<file path="config.mk">
export PLATFORM = sky130hd
export DESIGN_NAME = uart_wb_bridge
export DESIGN_NICKNAME = d
export VERILOG_FILES = /design/src/rtl/uart_wb_bridge.sv
export SDC_FILE = /design/constraint.sdc
export NUM_CORES = 1
export LEC_CHECK = 0
export ABC_AREA = 1
export BUFFER_PORTS_ARGS = -buffer_cell sky130_fd_sc_hd__buf_4
export CAP_MARGIN = 5
export CORE_ASPECT_RATIO = 1.5
export CORE_UTILIZATION = 53
export DETAILED_ROUTE_END_ITERATION = 12
export GPL_ROUTABILITY_DRIVEN = 1
export PLACE_DENSITY = 0.87
export REMOVE_ABC_BUFFERS = 1
export SETUP_SLACK_MARGIN = 0.2
export SLEW_MARGIN = 15
export SYNTH_ARGS = -nofsm -noshare
export SYNTH_HDL_FRONTEND = slang
export SYNTH_SLANG_ARGS = --single-unit
</file>
<file path="constraint.sdc">
create_clock -name clk -period 2.21 [get_ports clk]
set_clock_uncertainty 0.15 [all_clocks]
set_input_delay 0 -clock clk [delete_from_list [all_inputs] [get_ports clk]]
set_output_delay 0 -clock clk [all_outputs]
set_load 0.02 [all_outputs]
</file>
<file path="src/rtl/uart_wb_bridge.sv">
// uart_wb_bridge: UART byte command responder driving one Wishbone master; UARTBRIDGE_TIMEOUT_EN adds a bus ack timeout
module uart_wb_bridge #(
    parameter int timeout = 1023
) (
    input  logic        clk,
    input  logic        reset,
    input  logic [7:0]  rx_data,
    input  logic        rx_avail,
    output logic        rx_ack,
    output logic [7:0]  tx_data,
    output logic        tx_wr,
    input  logic        tx_busy,
    output logic [31:0] wb_adr_o,
    output logic [31:0] wb_dat_o,
    input  logic [31:0] wb_dat_i,
    output logic [3:0]  wb_sel_o,
    output logic        wb_we_o,
    output logic        wb_stb_o,
    output logic        wb_cyc_o,
    input  logic        wb_ack_i
);
    typedef enum logic [2:0] {S_IDLE, S_ADDR, S_DATA, S_BUS, S_SEND} state_t;
    state_t      r_state, w_next;
    logic [7:0]  r_cmd, r_tx_data;
    logic [1:0]  r_cnt;
    logic [31:0] r_adr, r_dat, r_reply;
    logic [2:0]  r_nleft;
    logic        r_rx_ack, r_tx_wr, r_tx_wr_d;
    logic        w_take, w_send, w_to, w_rw;
    assign w_take = (r_state == S_IDLE || r_state == S_ADDR || r_state == S_DATA) && rx_avail && !r_rx_ack;
    assign w_send = r_state == S_SEND && !tx_busy && !r_tx_wr && !r_tx_wr_d;
    assign w_rw   = rx_data == 8'h72 || rx_data == 8'h77;
`ifdef UARTBRIDGE_TIMEOUT_EN
    localparam int TW = $clog2(timeout + 1);
    logic [TW-1:0] r_to_cnt;
    always_ff @(posedge clk)
        r_to_cnt <= (reset || r_state != S_BUS) ? '0 : r_to_cnt + 1'b1;
    // an ack arriving in the final cycle still wins over the timeout
    assign w_to = r_state == S_BUS && !wb_ack_i && r_to_cnt == TW'(timeout - 1);
`else
    assign w_to = 1'b0;
`endif
    always_ff @(posedge clk)
        r_state <= reset ? S_IDLE : w_next;
    always_comb begin
        w_next = r_state;
        case (r_state)
            S_IDLE: if (w_take) w_next = w_rw ? S_ADDR : S_SEND;
            S_ADDR: if (w_take && &r_cnt) w_next = r_cmd == 8'h77 ? S_DATA : S_BUS;
            S_DATA: if (w_take && &r_cnt) w_next = S_BUS;
            S_BUS:  if (wb_ack_i || w_to) w_next = S_SEND;
            S_SEND: if (w_send && r_nleft == 3'd1) w_next = S_IDLE;
            default: w_next = S_IDLE;
        endcase
    end
    always_ff @(posedge clk) begin
        if (reset) begin
            r_cmd     <= '0;
            r_cnt     <= '0;
            r_adr     <= '0;
            r_dat     <= '0;
            r_reply   <= '0;
            r_nleft   <= '0;
            r_rx_ack  <= 1'b0;
            r_tx_wr   <= 1'b0;
            r_tx_wr_d <= 1'b0;
            r_tx_data <= '0;
        end else begin
            r_rx_ack  <= w_take;
            r_tx_wr   <= w_send;
            r_tx_wr_d <= r_tx_wr;
            if (w_take && r_state == S_IDLE) begin
                r_cmd   <= rx_data;
                r_cnt   <= '0;
                r_reply <= {rx_data == 8'h70 ? 8'h50 : 8'h3F, 24'h0};
                r_nleft <= 3'd1;
            end else if (w_take && r_state == S_ADDR) begin
                r_adr <= {r_adr[23:0], rx_data};
                r_cnt <= r_cnt + 2'd1;
            end else if (w_take && r_state == S_DATA) begin
                r_dat <= {r_dat[23:0], rx_data};
                r_cnt <= r_cnt + 2'd1;
            end
            if (r_state == S_BUS && wb_ack_i) begin
                r_reply <= r_cmd == 8'h72 ? wb_dat_i : {8'h6B, 24'h0};
                r_nleft <= r_cmd == 8'h72 ? 3'd4 : 3'd1;
            end else if (w_to) begin
                r_reply <= {8'h21, 24'h0};
                r_nleft <= 3'd1;
            end
            if (w_send) begin
                r_tx_data <= r_reply[31:24];
                r_reply   <= {r_reply[23:0], 8'h0};
                r_nleft   <= r_nleft - 3'd1;
            end
        end
    end
    assign rx_ack   = r_rx_ack;
    assign tx_wr    = r_tx_wr;
    assign tx_data  = r_tx_data;
    assign wb_cyc_o = r_state == S_BUS;
    assign wb_stb_o = r_state == S_BUS;
    assign wb_we_o  = r_state == S_BUS && r_cmd == 8'h77;
    assign wb_adr_o = r_adr;
    assign wb_dat_o = r_dat;
    assign wb_sel_o = 4'b1111;
endmodule

</file>
==> run_results.csv <==
group,metric,value,unit
outcome,status,"complete, no violations",
placement,routabilityCongestion,0.841,
critical_path,arrival,2090,ps
timing,fin_crit_sh,88.0,%
global_routing,grt_max_degree,75,
cts,cts_sinks,123,
layout,fin_util,76.7,%
cts,cts_tree,"yes",
layout,drive_above_1_share,23.0,%
layout,n_fill_cell,639,
critical_path,cp_max_fo,11,
routing,drt_iter0_drc,299,
cts,clk_latency,400,ps
timing,rsz0062_at_grt,"false",
floorplanning,die_h,123,um
critical_path,setup.worst_path.end,"r_reply[22]$_SDFFE_PP0P_",
synthesis,avgSynthCellArea,7.36,um2
floorplanning,start_util,55.2,%
flow_run,maxCapViolCount,0,
synthesis,synth-seq-cells,123,
critical_path,r2r-start,"r_state[2]$_SDFFE_PP0P_",
global_routing,grtUsageMet3,10.2,%
routing,drtAntennaViolNets,0,
global_routing,grt_pass1_vias,5234,
timing,fin_crit,1940,ps
timing,slew_violations,0,
synthesis,synth_area,5140,um2
timing,setup_viol,0,
synthesis,ys_async_sr_fraction,0,%
routing,postRouteWirelength,14.8,mm
pwr,max-vdd-ir-drop,784,uV
pwr,power.density,1080,nW/um2
global_routing,grt_antenna_before_repair,1,
global_routing,overflow,0,
critical_path,crit-reg2reg-capture,"r_reply[22]$_SDFFE_PP0P_",
cts,clockBufferDepth,2,
cts,htree_levels,4,
placement,hpwl,9.04,mm
global_routing,grt.met1_usage,32.3,%
synthesis,synth_edf_count,0,
critical_path,crit_type,"reg -> reg",
layout,area_delta_synth_final,39.0,%
critical_path,ff2ff_setup_slack,270,ps
layout,nNetsFinal,903,
critical_path,end_kind,"register",
layout,mostFrequentLayoutCells,"165 x nor2_1, 128 x buf_4, 121 x dfxtp_1, 111 x nand2_1, 84 x o21ai_0",
timing,max_freq,514,MHz
routing,firstDrtPassIters,5,
synthesis,yosysUniqueCellTypes,33,
synthesis,synthFlopType,"dfxtp_1",
timing,setup-tns-final,0,ps
critical_path,critPathLaunchType,"register",
floorplanning,chipWidth,82.4,um
floorplanning,coreArea,9310,um2
floorplanning,floorplan.die_area,10100,um2
global_routing,busiest_layer,"met2",
global_routing,grt_pass1_wl,23.7,mm
synthesis,yosysWarnings,0,
floorplanning,io_pins,126,
timing,hold_viol,0,
placement,io_buffers,121,
critical_path,reg2reg_depth,8,
global_routing,global_route.usage.met2,51.8,%
critical_path,startpoint,"r_state[2]$_SDFFE_PP0P_",
synthesis,netlist_instances,698,
routing,viasPerCell,5.31,
global_routing,grt_util_all_layers,30.8,%
critical_path,required,2350,ps
routing,drcViolationCount,0,
routing,wl_per_cell,15.1,um
cts,clkTransAtPathRegs,50,ps
synthesis,yosysSeqAreaShare,47.9,%
floorplanning,num_rows,43,
hold_path,hp-class,"in -> reg",
pwr,p_leak,3.50,nW
layout,final_common_cell,"nor2_1",
routing,vias,5208,
cts,cts_made_buffers,17,
cts,cts_root_buffer,"clkbuf_16",
==> how the worst min path moves through the flow <==
stage / depth (start not counted) / end / slack [ps] / start
finish: 8 / r_state[1]$_SDFFE_PP0P_ / 70 / tx_busy
global route: 6 / r_nleft[2]$_SDFFE_PP0P_ / 110 / tx_busy
CTS: 6 / r_nleft[2]$_SDFFE_PP0P_ / 60 / tx_busy
detailed placement: 2 / r_nleft[2]$_SDFFE_PP0P_ / 100 / reset
global placement: 2 / r_nleft[2]$_SDFFE_PP0P_ / 90 / reset
floorplan: 1 / r_nleft[2]$_SDFFE_PP0P_ / -90 / reset
==> cell usage after synthesis (2+ instances only) <==
| cell type | n | area share, % |
|---|---|---|
| a21boi_0 | 17 | 2.5 |
| dfxtp_1 | 123 | 48 |
| ha_1 | 3 | 0.73 |
| buf_1 | 2 | 0.15 |
| inv_1 | 51 | 3.7 |
| inv_2 | 4 | 0.29 |
| a22o_1 | 2 | 0.34 |
| nand2_1 | 111 | 8.1 |
| nand3_1 | 11 | 1.1 |
| o21ai_1 | 17 | 1.7 |
| a21oi_1 | 28 | 2.7 |
| o21ai_0 | 84 | 8.2 |
| nand4_1 | 8 | 0.97 |
| nand3_2 | 2 | 0.39 |
| nor2_2 | 3 | 0.37 |
| a21oi_2 | 3 | 0.51 |
| nor2_4 | 2 | 0.44 |
| buf_4 | 10 | 1.5 |
| nand2_2 | 9 | 1.1 |
| clkbuf_1 | 13 | 0.95 |
| buf_6 | 4 | 0.88 |
| nor2_1 | 170 | 12 |
| buf_2 | 11 | 1.1 |
==> metal layers <==
layer / vias to the layer above / share of wire, % / routed length [um]
met3: 45 / 6.4 / 945
met1: 2400 / 38 / 5550
met2: 241 / 53 / 7830
met4: 0 / 3.0 / 447
met5: - / 0 / 0
li1: 2522 / - / -
==> cell type report <==
type	count	area (um2)	share of cell area, %
well taps	112	140	1.96
inverters	57	219	3.07
clock buffers	20	457	6.40
clock inverters	12	139	1.95
multi-input cells	480	2240	31.4
flip-flops and latches	123	2460	34.5
repair buffers	176	1470	20.6
diodes	1	2.50	0.0351
==> per-stage QoR <==
step	power [mW]	worst slack, ps	hold slack (ps)	std cells	area, um2
finish	7.74	266	65.6	981	7140
global route	8.13	204	109	981	7140
CTS	7.67	229	56.8	980	7100
detailed placement	4.85	260	103	904	6070
global placement	4.75	369	94.6	904	6070
floorplan	4.12	-367	-87.6	660	4900
==> critical path: stages, from the launching register on <==
cell	delay [ps]
dfxtp_1	420
inv_2	90
nand3_4	100
inv_4	50
nand2_4	150
nor2_2	70
dlygate4sd3_1	580
a21oi_1	150
a21oi_1	80
==> kinds of logic (layout without fill, tap and decap cells) <==
logic type,after synthesis,after routing,share of synthesized area (%)
xor+xnor,1,1,0.171
flops,123,123,47.9
fa+ha+maj,3,3,0.731
buf+inv,98,265,9.11
simple gates,321,321,26.1
compound gates,151,151,15.9
other cells,1,5,0.0730
==> power by group <==
part / internal, mW / switching [mW] / leakage, nW
combinational: 0.782 / 1.32 / 2.21
sequential: 2.63 / 0.253 / 1.00
clock: 1.73 / 1.02 / 0.291
==> what timing repair did <==
action | in CTS | in global routing
resized for setup | 0 | 12
endpoints found under the hold margin | 73 | 0
buffers inserted | 0 | 0
endpoints found under the setup margin | 0 | 32
hold buffers | 44 | 0
==> sequential cells by signal, summed over array words and instances, names as in the netlist <==
name       cells
tx_data        8
r_state        3
rx_ack         1
r_tx_wr_d      1
r_cnt          2
r_cmd          8
tx_wr          1
r_nleft        3
wb_adr_o      32
r_reply       32
wb_dat_o      32
(Power assumes the default switching activity.)
